$ cat config.mk
export PLATFORM = sky130hd
export DESIGN_NAME = id_stage_pipe_flat
export DESIGN_NICKNAME = d
export VERILOG_FILES = /design/src/rtl/id_stage_pipe_if.sv /design/src/rtl/id_stage_pipe.sv /design/src/flat_wrapper.sv
export SDC_FILE = /design/constraint.sdc
export NUM_CORES = 1
export LEC_CHECK = 0
export ABC_AREA = 1
export BUFFER_PORTS_ARGS = -buffer_cell sky130_fd_sc_hd__buf_2
export CAP_MARGIN = 20
export CORE_MARGIN = 4
export CORE_UTILIZATION = 40
export DETAILED_ROUTE_END_ITERATION = 8
export GPL_TIMING_DRIVEN = 1
export PLACE_DENSITY_LB_ADDON = 0.2
export SLEW_MARGIN = 20
export SYNTH_ARGS = -nofsm -noshare
export SYNTH_HDL_FRONTEND = slang
export SYNTH_SLANG_ARGS = --single-unit
export TNS_END_PERCENT = 30
$ cat constraint.sdc
create_clock -name clk -period 5.52 [get_ports clk]
set_clock_uncertainty 0.2 [all_clocks]
set_input_delay 0.828 -clock clk [delete_from_list [all_inputs] [get_ports clk]]
set_output_delay 0.828 -clock clk [all_outputs]
set_load 0.005 [all_outputs]
$ cat src/rtl/id_stage_pipe_if.sv
// Handshake bundles around the decode stage: fetch-side request and the registered ID/EX bundle.
interface id_fetch_if;
  logic        in_valid;
  logic        in_ready;
  logic [31:0] pc_i;
  logic [63:0] inst_i;
  modport master (output in_valid, pc_i, inst_i, input in_ready);
  modport slave  (input in_valid, pc_i, inst_i, output in_ready);
endinterface

interface id_bundle_if #(parameter int DATA_W = 32, parameter int REG_AW = 5);
  logic              out_valid;
  logic              out_ready;
  logic [7:0]        aluop_o;
  logic [2:0]        alusel_o;
  logic [DATA_W-1:0] reg1_o;
  logic [DATA_W-1:0] reg2_o;
  logic [REG_AW-1:0] wd_o;
  logic              wreg_o;
  logic [31:0]       pc_o;
  logic              illegal_o;
  modport master (output out_valid, aluop_o, alusel_o, reg1_o, reg2_o, wd_o, wreg_o, pc_o,
                         illegal_o, input out_ready);
  modport slave  (input out_valid, aluop_o, alusel_o, reg1_o, reg2_o, wd_o, wreg_o, pc_o,
                        illegal_o, output out_ready);
endinterface

$ cat src/rtl/id_stage_pipe.sv
// Registered instruction decode: field decode, regfile read, EX/MEM forwarding, load-use stall.
module id_operand_sel #(
  parameter int DATA_W = 32,
  parameter int REG_AW = 5,
  parameter bit FWD_EN = 1'b1
) (
  input  logic              rd_en,
  input  logic [REG_AW-1:0] addr,
  input  logic [DATA_W-1:0] rf_data,
  input  logic [DATA_W-1:0] dflt,
  input  logic              ex_wreg,
  input  logic [REG_AW-1:0] ex_wd,
  input  logic [DATA_W-1:0] ex_wdata,
  input  logic              ex_is_load,
  input  logic              mem_wreg,
  input  logic [REG_AW-1:0] mem_wd,
  input  logic [DATA_W-1:0] mem_wdata,
  output logic [DATA_W-1:0] data,
  output logic              hazard
);
  logic ex_hit, mem_hit, live;
  assign ex_hit  = ex_wreg && (ex_wd == addr);
  assign mem_hit = mem_wreg && (mem_wd == addr);
  assign live    = rd_en && (addr != '0);

  // a load in EX has no data yet; without forwarding every in-flight writer stalls
  assign hazard = live && ((ex_hit && ex_is_load) || (!FWD_EN && (ex_hit || mem_hit)));

  always_comb begin
    data = rf_data;
    if (!rd_en)                             data = dflt;
    else if (addr == '0)                    data = '0;
    else if (FWD_EN && ex_hit && !ex_is_load) data = ex_wdata;
    else if (FWD_EN && mem_hit)             data = mem_wdata;
  end
endmodule

module id_stage_pipe #(
  parameter int DATA_W       = 32,
  parameter int REG_AW       = 5,
  parameter bit SIGN_EXT_IMM = 1'b0,
  parameter bit FWD_EN       = 1'b1
) (
  input  logic              clk,
  input  logic              rst,
  input  logic              flush,
  id_fetch_if.slave         up,
  output logic              reg1_read_o,
  output logic              reg2_read_o,
  output logic [REG_AW-1:0] reg1_addr_o,
  output logic [REG_AW-1:0] reg2_addr_o,
  input  logic [DATA_W-1:0] reg1_data_i,
  input  logic [DATA_W-1:0] reg2_data_i,
  input  logic              ex_wreg_i,
  input  logic [REG_AW-1:0] ex_wd_i,
  input  logic [DATA_W-1:0] ex_wdata_i,
  input  logic              ex_is_load_i,
  input  logic              mem_wreg_i,
  input  logic [REG_AW-1:0] mem_wd_i,
  input  logic [DATA_W-1:0] mem_wdata_i,
  id_bundle_if.master       dn
);
  localparam logic [3:0] MEM_SREG = 4'h1;
  localparam logic [3:0] MEM_RREG = 4'h2;
  localparam logic [7:0] EXE_NOP_OP = 8'h00;
  localparam logic [7:0] EXE_AND_OP = 8'h24;
  localparam logic [7:0] EXE_OR_OP  = 8'h25;
  localparam logic [7:0] EXE_XOR_OP = 8'h26;
  localparam logic [7:0] EXE_ADD_OP = 8'h20;
  localparam logic [7:0] EXE_SUB_OP = 8'h22;
  localparam logic [2:0] EXE_RES_NOP   = 3'b000;
  localparam logic [2:0] EXE_RES_LOGIC = 3'b001;
  localparam logic [2:0] EXE_RES_ARITH = 3'b100;

  logic [3:0]        mem;
  logic [7:0]        op;
  logic [31:0]       imm32;
  logic [DATA_W-1:0] imm;
  logic [7:0]        aluop;
  logic [2:0]        alusel;
  logic              wreg, illegal, rd1, rd2;
  logic [REG_AW-1:0] wd;

  assign mem   = up.inst_i[63:60];
  assign op    = up.inst_i[59:52];
  assign imm32 = up.inst_i[41:10];

  generate
    if (DATA_W <= 32) begin : g_imm_trunc
      assign imm = imm32[DATA_W-1:0];
    end else if (SIGN_EXT_IMM) begin : g_imm_sext
      assign imm = {{(DATA_W-32){imm32[31]}}, imm32};
    end else begin : g_imm_zext
      assign imm = {{(DATA_W-32){1'b0}}, imm32};
    end
  endgenerate

  always_comb begin
    aluop   = EXE_NOP_OP;
    alusel  = EXE_RES_NOP;
    wreg    = 1'b0;
    wd      = '0;
    illegal = 1'b1;
    rd1     = 1'b0;
    rd2     = 1'b0;
    if (mem == MEM_SREG || mem == MEM_RREG) begin
      case (op)
        EXE_OR_OP, EXE_AND_OP, EXE_XOR_OP: begin alusel = EXE_RES_LOGIC; illegal = 1'b0; end
        EXE_ADD_OP, EXE_SUB_OP:            begin alusel = EXE_RES_ARITH; illegal = 1'b0; end
        default: ;
      endcase
      if (!illegal) begin
        aluop = op;
        wreg  = 1'b1;
        wd    = up.inst_i[51:47];
        rd1   = 1'b1;
        rd2   = (mem == MEM_RREG);
      end
    end
  end

  assign reg1_read_o = rd1 && !rst;
  assign reg2_read_o = rd2 && !rst;
  assign reg1_addr_o = rst ? '0 : up.inst_i[46:42];
  assign reg2_addr_o = rst ? '0 : up.inst_i[41:37];

  // operand lane 0 defaults to zero, lane 1 to the immediate
  logic [1:0]                    rd_en, haz;
  logic [1:0][REG_AW-1:0]        addr;
  logic [1:0][DATA_W-1:0]        rf_data, dflt, opnd;

  assign rd_en   = {reg2_read_o, reg1_read_o};
  assign addr    = {reg2_addr_o, reg1_addr_o};
  assign rf_data = {reg2_data_i, reg1_data_i};
  assign dflt    = {imm, {DATA_W{1'b0}}};

  generate
    for (genvar i = 0; i < 2; i++) begin : g_opnd
      id_operand_sel #(.DATA_W(DATA_W), .REG_AW(REG_AW), .FWD_EN(FWD_EN)) u_sel (
        .rd_en(rd_en[i]), .addr(addr[i]), .rf_data(rf_data[i]), .dflt(dflt[i]),
        .ex_wreg(ex_wreg_i), .ex_wd(ex_wd_i), .ex_wdata(ex_wdata_i), .ex_is_load(ex_is_load_i),
        .mem_wreg(mem_wreg_i), .mem_wd(mem_wd_i), .mem_wdata(mem_wdata_i),
        .data(opnd[i]), .hazard(haz[i]));
    end
  endgenerate

  logic hazard, advance, take;
  assign hazard      = up.in_valid && (|haz);
  assign advance     = !dn.out_valid || dn.out_ready;
  assign up.in_ready = advance && !hazard && !flush && !rst;
  assign take        = up.in_valid && up.in_ready;

  always_ff @(posedge clk) begin
    if (rst || flush) begin
      dn.out_valid <= 1'b0;
      dn.aluop_o   <= EXE_NOP_OP;
      dn.alusel_o  <= EXE_RES_NOP;
      dn.reg1_o    <= '0;
      dn.reg2_o    <= '0;
      dn.wd_o      <= '0;
      dn.wreg_o    <= 1'b0;
      dn.pc_o      <= '0;
      dn.illegal_o <= 1'b0;
    end else if (advance) begin
      dn.out_valid <= take;
      if (take) begin
        dn.aluop_o   <= aluop;
        dn.alusel_o  <= alusel;
        dn.reg1_o    <= opnd[0];
        dn.reg2_o    <= opnd[1];
        dn.wd_o      <= wd;
        dn.wreg_o    <= wreg;
        dn.pc_o      <= up.pc_i;
        dn.illegal_o <= illegal;
      end else begin
        dn.wreg_o    <= 1'b0;
        dn.illegal_o <= 1'b0;
      end
    end
  end
endmodule

$ cat src/flat_wrapper.sv
// flat-port wrapper written by rule: the top's interface ports become plain ports
module id_stage_pipe_flat 
#(
  parameter int DATA_W       = 32,
  parameter int REG_AW       = 5,
  parameter bit SIGN_EXT_IMM = 1'b0,
  parameter bit FWD_EN       = 1'b1
)
  (clk, rst, flush, reg1_read_o, reg2_read_o, reg1_addr_o, reg2_addr_o, reg1_data_i, reg2_data_i, ex_wreg_i, ex_wd_i, ex_wdata_i, ex_is_load_i, mem_wreg_i, mem_wd_i, mem_wdata_i, up_in_valid, up_pc_i, up_inst_i, up_in_ready, dn_out_valid, dn_aluop_o, dn_alusel_o, dn_reg1_o, dn_reg2_o, dn_wd_o, dn_wreg_o, dn_pc_o, dn_illegal_o, dn_out_ready);
  id_fetch_if up_i ();
  id_bundle_if #(.DATA_W(DATA_W), .REG_AW(REG_AW)) dn_i ();
  input  logic clk;
  input  logic rst;
  input  logic flush;
  output logic reg1_read_o;
  output logic reg2_read_o;
  output logic [REG_AW-1:0] reg1_addr_o;
  output logic [REG_AW-1:0] reg2_addr_o;
  input  logic [DATA_W-1:0] reg1_data_i;
  input  logic [DATA_W-1:0] reg2_data_i;
  input  logic ex_wreg_i;
  input  logic [REG_AW-1:0] ex_wd_i;
  input  logic [DATA_W-1:0] ex_wdata_i;
  input  logic ex_is_load_i;
  input  logic mem_wreg_i;
  input  logic [REG_AW-1:0] mem_wd_i;
  input  logic [DATA_W-1:0] mem_wdata_i;
  input wire logic [$bits(up_i.in_valid)-1:0] up_in_valid;
  input wire logic [$bits(up_i.pc_i)-1:0] up_pc_i;
  input wire logic [$bits(up_i.inst_i)-1:0] up_inst_i;
  output wire logic [$bits(up_i.in_ready)-1:0] up_in_ready;
  output wire logic [$bits(dn_i.out_valid)-1:0] dn_out_valid;
  output wire logic [$bits(dn_i.aluop_o)-1:0] dn_aluop_o;
  output wire logic [$bits(dn_i.alusel_o)-1:0] dn_alusel_o;
  output wire logic [$bits(dn_i.reg1_o)-1:0] dn_reg1_o;
  output wire logic [$bits(dn_i.reg2_o)-1:0] dn_reg2_o;
  output wire logic [$bits(dn_i.wd_o)-1:0] dn_wd_o;
  output wire logic [$bits(dn_i.wreg_o)-1:0] dn_wreg_o;
  output wire logic [$bits(dn_i.pc_o)-1:0] dn_pc_o;
  output wire logic [$bits(dn_i.illegal_o)-1:0] dn_illegal_o;
  input wire logic [$bits(dn_i.out_ready)-1:0] dn_out_ready;
  assign up_i.in_valid = up_in_valid;
  assign up_i.pc_i = up_pc_i;
  assign up_i.inst_i = up_inst_i;
  assign up_in_ready = up_i.in_ready;
  assign dn_out_valid = dn_i.out_valid;
  assign dn_aluop_o = dn_i.aluop_o;
  assign dn_alusel_o = dn_i.alusel_o;
  assign dn_reg1_o = dn_i.reg1_o;
  assign dn_reg2_o = dn_i.reg2_o;
  assign dn_wd_o = dn_i.wd_o;
  assign dn_wreg_o = dn_i.wreg_o;
  assign dn_pc_o = dn_i.pc_o;
  assign dn_illegal_o = dn_i.illegal_o;
  assign dn_i.out_ready = dn_out_ready;
  id_stage_pipe #(.DATA_W(DATA_W), .REG_AW(REG_AW), .SIGN_EXT_IMM(SIGN_EXT_IMM), .FWD_EN(FWD_EN)) u_core (.clk(clk), .rst(rst), .flush(flush), .up(up_i), .reg1_read_o(reg1_read_o), .reg2_read_o(reg2_read_o), .reg1_addr_o(reg1_addr_o), .reg2_addr_o(reg2_addr_o), .reg1_data_i(reg1_data_i), .reg2_data_i(reg2_data_i), .ex_wreg_i(ex_wreg_i), .ex_wd_i(ex_wd_i), .ex_wdata_i(ex_wdata_i), .ex_is_load_i(ex_is_load_i), .mem_wreg_i(mem_wreg_i), .mem_wd_i(mem_wd_i), .mem_wdata_i(mem_wdata_i), .dn(dn_i));
endmodule
==> results.cfg, run 1 <==
[run_status]
status = finished clean

[clock_tree]
clkTransAtPathRegs_ns = 0.05
post-cts-setup-buffers = 0
worstSkewPairLatency_ns = 0.41
hold_buffers = 0
cts_resized = 0
htree_num_levels = 4
max-clock-path-buffers = 2
cts_tree = built
cts-buffers-inserted = 17
clock-sinks = 114
clockRootBuffer = clkbuf_16

[power_and_ir_drop]
power.share.switching_pct = 28.2
combPwrFrac_pct = 15.4
vdd_drop_max_v = 0.000224
power_leakage_nw = 6.23
p_sw_mw = 0.662
internal_power_mw = 1.68
power_mw = 2.34
powerDensity_nw_per_um2 = 225
pwr-share-clk_pct = 48.5
seq_power_share_pct = 36.1

[worst_hold_path]
min_to = u_core.dn.aluop_o[3]
hold_start = u_core.dn.aluop_o[3]
hp-class = reg -> reg
whs_path_depth = 2

[grt]
antenna_found_initial = 15
grt_pass1_vias = 8972
grt_pass1_wl_microns = 49400
grt_max_degree = 70
globalRouteOverflowTotal = 0
grt.total_usage_pct = 28.6

[sta]
fin_tns_setup_ns = 0
maxSlewHeadroom_pct = 28.5
grt_setup_unrepaired = false
finalHoldViolCount = 0
maxSlewViolCount = 0
worst_slew_pin_slew_ns = 1.07
period_share_pct = 69.6
setup_viol = 0
period_minus_slack_ns = 3.84
max_freq_ghz = 0.260

[floorplanning]
pin_count = 370
die-area_sq_um = 22000
die_y_microns = 148
die_w_microns = 148
rows = 51
start_util_pct = 40.6
core-area_sq_um = 19400

[detailed_routing]
routed_wl_microns = 32500
drc = 0
num_vias = 9829
antenna_left = 0
wl_per_cell_microns = 16.0
drtPass1Iterations = 6
drt_iter0_drc = 708
viasPerCell = 4.83

[yosys]
syn_avg_cell_area_sq_um = 5.45
syn_inst = 1447
synth_top_area_share_pct = 29.0
yosys_warnings = 0
synth_nets = 1689
ys_seq_area_share_pct = 29.0
synth_compound_area_share_pct = 1.73
synth.distinct_cells = 26
synth_area_leader_cell = dfxtp_1
synth.mux.area_fraction_pct = 0
ys_ff_latch = 114
synthAdderAreaFrac_pct = 0
synth_top_family_by_area = simple AND/OR/NAND/NOR gates
synth-simple-area-share_pct = 52.1
syn-cell-area_sq_um = 7880
synthXorXnorAreaFrac_pct = 0.667
synth_area_leaders = dfxtp_1 29%, nand2_1 25%, inv_1 11%

[placement]
gp_congestion = 0.945
hpwl_microns = 24100
port_buffers = 358
dp.cells = 1992

[worst_setup_path]
cp_top_family = buffers and inverters
crit_type = in -> out
crit_required_ns = 4.49
r2r_start = u_core.dn.out_valid
rr_worst_depth = 7
cp_common_cell = nand2_1
arrival_ns = 2.81
worst-r2r-setup-slack_ns = 2.97
crit_chain = buf_2 -> inv_2 -> nand2_1 -> xor2_1 -> nand3b_1 -> nor2_2 -> buf_4 -> nand2_1 -> nand2_1 -> a21boi_0 -> buf_2
cpPeakStageDelay_ns = 0.35
critPathLaunchType = input pin
reg2reg_to = u_core.dn.reg2_o[13]
crit_path_max_fanout = 34
cpMaxStageDelayCell = buf_4
critPathCaptureType = primary output
crit_buf_inv = 4

[layout]
fill_cells = 2138
drive_gt1_share_pct = 24.3
nets = 1988
fin_cells = 2034
syn2layout_area_growth_pct = 31.9

[flow_run]
drv_cap = 0
## worst max-delay path by stage
stage / start / endpoint / slack [ns] / cells after the start
floorplan: rst / up_in_ready / 2.35 / 6
global placement: rst / u_core.dn.reg2_o[13] / 1.40 / 14
detailed placement: rst / u_core.dn.reg2_o[13] / 1.43 / 14
CTS: rst / up_in_ready / 1.65 / 11
global route: rst / up_in_ready / 1.48 / 11
finish: rst / up_in_ready / 1.68 / 11
## registers in the layout, indices dropped and copies added (netlist names)
register             count
u_core.dn.reg2_o        32
u_core.dn.illegal_o      1
u_core.dn.aluop_o        8
u_core.dn.alusel_o       2
u_core.dn.reg1_o        32
u_core.dn.out_valid      1
u_core.dn.pc_o          32
u_core.dn.wreg_o         1
u_core.dn.wd_o           5
## synthesized netlist by cell type (all sizes together)
cell type    n
conb         1
xor2         6
or2          1
nor3         5
buf         31
inv        228
a21boi       2
nand3b       1
a21oi       17
o21ai        5
nand3      169
clkbuf      65
dfxtp      114
clkinv       1
nand4       76
nand2      527
nor2       198
## placed cells by master, fill, tap and decap left out, types with 2 or more instances in the layout
| cell type | Yosys | routed |
|---|---|---|
| nand2_2 | 2 | 5 |
| clkinvlp_4 | 0 | 2 |
| nor2_1 | 195 | 189 |
| clkinv_2 | 0 | 3 |
| a21oi_1 | 16 | 14 |
| inv_1 | 227 | 226 |
| diode_2 | 0 | 10 |
| dfxtp_1 | 114 | 114 |
| nand3_1 | 167 | 167 |
| inv_2 | 1 | 2 |
| o21ai_0 | 5 | 5 |
| buf_4 | 11 | 17 |
| nor2_4 | 0 | 2 |
| xor2_1 | 6 | 6 |
| clkbuf_16 | 0 | 17 |
| nor2_2 | 3 | 7 |
| nand2_1 | 525 | 522 |
| nor3_1 | 5 | 5 |
| bufinv_16 | 0 | 2 |
| inv_6 | 0 | 4 |
| buf_2 | 8 | 358 |
| nand4_1 | 76 | 76 |
| clkbuf_8 | 0 | 3 |
| a21oi_4 | 1 | 3 |
## per-stage QoR
step	hold slack [ns]	utilization, %	setup WS, ns	area, sq um
after floorplan	0.234	-	2.35	7880
after global placement	0.225	50.3	1.40	9760
after detailed placement	0.226	50.3	1.43	9760
after CTS	0.236	53.4	1.65	10400
after global routing	0.258	53.6	1.48	10400
final	0.234	53.6	1.68	10400
## area by class of cell
type / count / area [sq um] / area share, %
multi-input cells: 1008 / 4360 / 41.9
flip-flops and latches: 114 / 2280 / 22.0
repair buffers: 376 / 1940 / 18.7
inverters: 229 / 860 / 8.27
clock buffers: 21 / 470 / 4.53
well taps: 265 / 332 / 3.19
clock inverters: 11 / 125 / 1.20
diodes: 10 / 25.0 / 0.241
## power groups by stage
stage	sequential [mW]	clock, mW	combinational [mW]
6_report	0.846	1.14	0.361
5_1_grt	0.848	1.19	0.403
4_1_cts	0.846	1.15	0.358
3_5_place_dp	0.864	0	0.355
3_3_place_gp	0.864	0	0.355
2_1_floorplan	0.866	0	0.189
## worst register-to-register path, cell delays in order, from the launching register on
cell	delay, ns
dfxtp_1	0.31
inv_1	0.05
nor2_1	0.09
nor2_4	0.43
nand3_4	0.63
buf_12	0.46
nor2_1	0.21
nor2_1	0.06
## per-layer routing
layer | GRT usage (%) | wire length [microns] | share of wire [%] | up-vias
met2 | 44.4 | 14500 | 45 | 450
met4 | 10.9 | 977 | 3.0 | 12
li1 | - | - | - | 5009
met3 | 7.95 | 3320 | 10 | 64
met5 | 0 | 81 | 0.25 | -
met1 | 38.0 | 13600 | 42 | 4294
## cell families (layout without fill, tap and decap cells)
family | after synthesis | count (layout)
compound gates | 24 | 24
xor+xnor | 6 | 6
buf+inv | 325 | 637
flops | 114 | 114
other cells | 1 | 11
simple gates | 977 | 977
No activity file was read; power rests on OpenSTA's default activity.
==> inputs of run 2 (changes only) <==
==> constraint.sdc (replaced) <==
create_clock -name clk -period 3.15 [get_ports clk]
set_clock_uncertainty 0.2 [all_clocks]
set_input_delay 0.4725 -clock clk [delete_from_list [all_inputs] [get_ports clk]]
set_output_delay 0.4725 -clock clk [all_outputs]
set_load 0.005 [all_outputs]
==> results.cfg, run 2 (synthesis gave the netlist of run 1 again) <==
[sta]
worst_slew_pin_slew_ns = 0.712
maxSlewHeadroom_pct = 52.6
period_share_pct = 89.0
setup_viol = 0
fin_tns_setup_ns = 0
max_freq_ghz = 0.357
period_minus_slack_ns = 2.80
grt_setup_unrepaired = false
fin_ws_ns = 0.347
finalHoldViolCount = 0
maxSlewViolCount = 0

[grt]
grt_util_met1_pct = 37.3
globalRouteOverflowTotal = 0
busiest_layer = met2
grt.total_usage_pct = 27.9
grt_pass1_vias = 8790
grt_pass1_wl_microns = 48100
grt_use_met3_pct = 6.92
antenna_found_initial = 17
grt.met2_usage_pct = 43.0
grt_max_degree = 77

[worst_hold_path]
hold_start = up_pc_i[18]
whs_path_depth = 3
min_to = u_core.dn.pc_o[18]
hp-class = in -> reg

[worst_setup_path]
cp_common_cell = nand2_1
worst-r2r-setup-slack_ns = 1.20
crit_type = in -> out
crit_path_max_fanout = 12
crit_chain = buf_2 -> inv_2 -> nand2_1 -> nand3_1 -> nor3_1 -> nor2_2 -> nand2_1 -> nand2_1 -> a21boi_0 -> buf_2
rr_worst_depth = 9
reg2reg_to = u_core.dn.reg2_o[13]
r2r_start = u_core.dn.out_valid
critPathLaunchType = input pin
arrival_ns = 2.13
crit_required_ns = 2.48
cpPeakStageDelay_ns = 0.34
critPathCaptureType = primary output
cpMaxStageDelayCell = nor3_1

[placement]
hpwl_microns = 24400
placed_area_sq_um = 9890
dp_slack_ns = 0.289
port_buffers = 358
gp_congestion = 0.957

[clock_tree]
post-cts-setup-buffers = 0
clock-sinks = 114
worstSkewPairLatency_ns = 0.41
cts-buffers-inserted = 17
cts_resized = 0
cts_tree = built
htree_num_levels = 4
clkTransAtPathRegs_ns = 0.06
clockRootBuffer = clkbuf_16
hold_buffers = 0
max-clock-path-buffers = 2

[floorplanning]
die_w_microns = 148
die-area_sq_um = 22000
core-area_sq_um = 19400
die_y_microns = 148
start_util_pct = 40.6
pin_count = 370
rows = 51

[run_status]
status = finished clean

[layout]
final_cell_mix = 525 x nand2_1, 358 x buf_2, 226 x inv_1, 189 x nor2_1, 167 x nand3_1
final_util_pct = 54.1
reg_top3 = u_core.dn.pc_o (32), u_core.dn.reg1_o (32), u_core.dn.reg2_o (32)
drive_gt1_share_pct = 24.6
nets = 2000
layout_commonest_cell = nand2_1
syn2layout_area_growth_pct = 33.2
fin_area_sq_um = 10500

[flow_run]
drv_cap = 0

[power_and_ir_drop]
powerDensity_nw_per_um2 = 387
power_leakage_nw = 6.28
vdd_drop_max_v = 0.000366

[detailed_routing]
viasPerCell = 4.79
drt_iter0_drc = 655
drc = 0
antenna_left = 0
wl_per_cell_microns = 15.6
routed_wl_microns = 32000
drtPass1Iterations = 6
num_vias = 9796
[run 2: changes by cell type in the layout (fill, tap and decap cells not counted), moves of 2 or more]
cell	delta
nand2_1	+3
clkbuf_8	-2
buf_12	+3
nand2_2	-3
clkbuf_1	+2
buf_4	+9
[run 2: power breakdown]
group / total, mW / leakage, nW / switching (mW) / internal, mW
Sequential: 1.48 / 0.922 / 0.0126 / 1.47
Clock: 1.94 / 0.275 / 0.746 / 1.19
Combinational: 0.640 / 5.09 / 0.391 / 0.249
[run 2: layout make-up]
class	count	area [sq um]
Clock buffer	21	450
Fill cell	2177	8900
Sequential cell	114	2280
Inverter	229	860
Clock inverter	11	128
Timing Repair Buffer	388	2070
Tap cell	265	332
Antenna cell	11	27.5
Multi-Input combinational cell	1008	4350
[run 2: how the worst max path moves through the flow]
stage / end / slack, ns / from / cells past startpoint
floorplan: up_in_ready / 0.69 / rst / 6
global placement: u_core.dn.reg2_o[13] / 0.28 / rst / 14
detailed placement: u_core.dn.pc_o[18] / 0.29 / rst / 14
CTS: up_in_ready / 0.34 / rst / 10
global route: up_in_ready / 0.19 / rst / 10
finish: up_in_ready / 0.35 / rst / 10
[run 2: worst max-delay path: cells and delay by family]
family | cells | cell delay, ns
buffers and inverters | 3 | 0.55
AO/OA/AOI/OAI | 1 | 0.23
AND/OR/NAND/NOR | 6 | 0.87
[run 2: metal layers]
metal	up-vias	share of wire, %
li1	5039	-
met1	4240	43
met2	435	45
met3	70	9.1
met4	12	3.2
met5	-	0.28
[run 2: stage by stage]
step	hold WS (ns)	cells	total power, mW
floorplan	0.234	1447	1.85
CTS	0.0642	2036	4.09
detailed placement	0.227	2004	2.15
finish	0.0819	2047	4.06
global route	0.0678	2047	4.23
global placement	0.224	2004	2.14
==> inputs of run 3 (changes only) <==
==> constraint.sdc (replaced) <==
create_clock -name clk -period 2.6 [get_ports clk]
set_clock_uncertainty 0.2 [all_clocks]
set_input_delay 0.39 -clock clk [delete_from_list [all_inputs] [get_ports clk]]
set_output_delay 0.39 -clock clk [all_outputs]
set_load 0.005 [all_outputs]
==> results.cfg, run 3 (synthesis gave the netlist of run 1 again) <==
[worst_setup_path]
cpPeakStageDelay_ns = 0.32
crit_chain = buf_2 -> buf_12 -> nor2_1 -> nand2_1 -> nand2_1 -> nand2_1 -> nor3_1 -> nand2_1 -> nand2_1 -> a21boi_2 -> buf_2
arrival_ns = 1.84
cp_top_family = simple AND/OR/NAND/NOR gates
crit_path_max_fanout = 7
cpMaxStageDelayCell = nor2_1
cp_common_cell = nand2_1
crit_buf_inv = 3
critPathCaptureType = primary output
crit_required_ns = 2.01
critPathLaunchType = input pin
crit_type = in -> out

[sta]
finalHoldViolCount = 0
setup_viol = 0
period_share_pct = 93.6
maxSlewViolCount = 0
period_minus_slack_ns = 2.43
worst_slew_pin_slew_ns = 0.753
fin_ws_ns = 0.166
fin_tns_setup_ns = 0
grt_setup_unrepaired = false
max_freq_ghz = 0.411
maxSlewHeadroom_pct = 49.8
hold_ws_ns = 0.0120

[grt]
globalRouteOverflowTotal = 0
grt_pass1_vias = 9300
grt.total_usage_pct = 28.9
grt_pass1_wl_microns = 50000
grt_max_degree = 65
antenna_found_initial = 19

[clock_tree]
clkTransAtPathRegs_ns = 0.06
cts-buffers-inserted = 17
cts_tree = built
clockRootBuffer = clkbuf_16
post-cts-setup-buffers = 0
htree_num_levels = 4
worstSkewPairLatency_ns = 0.42
clock-sinks = 114
max-clock-path-buffers = 2

[power_and_ir_drop]
pwr-share-clk_pct = 46.5
combPwrFrac_pct = 17.5
power.share.switching_pct = 29.8
p_sw_mw = 1.49
seq_power_share_pct = 36.0
power_leakage_nw = 6.66
powerDensity_nw_per_um2 = 445
internal_power_mw = 3.51
power_mw = 4.99
vdd_drop_max_v = 0.000428

[placement]
placed_area_sq_um = 10400
dp.cells = 2047
hpwl_microns = 25100
dp_slack_ns = -0.0244
port_buffers = 358
gp_congestion = 0.920

[flow_run]
drv_cap = 0

[layout]
fin_area_sq_um = 11200
final_cell_mix = 525 x nand2_1, 358 x buf_2, 226 x inv_1, 189 x nor2_1, 167 x nand3_1
fin_cells = 2116
final_util_pct = 57.9
nets = 2067
drive_gt1_share_pct = 26.3
reg_top3 = u_core.dn.pc_o (32), u_core.dn.reg1_o (32), u_core.dn.reg2_o (32)
ff_latch_area_sq_um = 2280
multi_input_area_sq_um = 4370
fill_cells = 2065
layout_commonest_cell = nand2_1
syn2layout_area_growth_pct = 42.5

[floorplanning]
start_util_pct = 40.6
die_w_microns = 148
die_y_microns = 148
pin_count = 370
rows = 51
die-area_sq_um = 22000
core-area_sq_um = 19400

[detailed_routing]
drc = 0
wl_per_cell_microns = 15.4
drtPass1Iterations = 5
num_vias = 10000
antenna_left = 0
drt_iter0_drc = 702
routed_wl_microns = 32600
viasPerCell = 4.74

[run_status]
status = finished clean

[worst_hold_path]
hp-class = in -> reg
run 3: timing repair:
action,4_1_cts,5_1_grt
endpoints found under the setup margin,1,1
pin swaps,0,0
hold endpoints to repair,24,0
gates resized for setup,1,3
hold buffers,24,0
run 3: per-layer routing:
metal,vias to the layer above,global-route usage [%],wire (microns)
met1,4351,37.3,13800
met3,65,7.25,2810
met2,432,46.6,14900
met5,-,0,103
met4,14,11.2,980
li1,5171,-,-
run 3: final cells by class:
type / instances / share of cell area (%)
clock buffers: 17 / 3.79
clock inverters: 15 / 1.36
well taps: 265 / 2.95
multi-input cells: 1008 / 38.9
flip-flops and latches: 114 / 20.3
inverters: 229 / 7.65
diodes: 13 / 0.290
repair buffers: 455 / 24.8
run 3: path summary, 6_finish.rpt:
check	startpoint	end	cells after the start	slack, ns
max	rst	up_in_ready	11	0.17
min	up_pc_i[23]	u_core.dn.pc_o[23]	3	0.01
max reg2reg	u_core.dn.out_valid	u_core.dn.alusel_o[0]	7	0.91
min reg2reg	u_core.dn.aluop_o[3]	u_core.dn.aluop_o[3]	2	0.23
run 3: worst reg2reg max path: cells and delay by family (launching register included):
| kind | cells | cell delay (ns) |
|---|---|---|
| and+or+nand+nor | 3 | 0.40 |
| buffers and inverters | 3 | 0.52 |
| DFF | 1 | 0.31 |
| AOI/OAI and AO/OA | 1 | 0.19 |
run 3: power groups by stage:
stage	clock (mW)	combinational (mW)	sequential (mW)
after CTS	2.36	0.863	1.80
after detailed placement	0	0.829	1.84
after floorplan	0	0.401	1.84
final	2.32	0.873	1.80
after global placement	0	0.826	1.83
after global routing	2.44	0.966	1.80
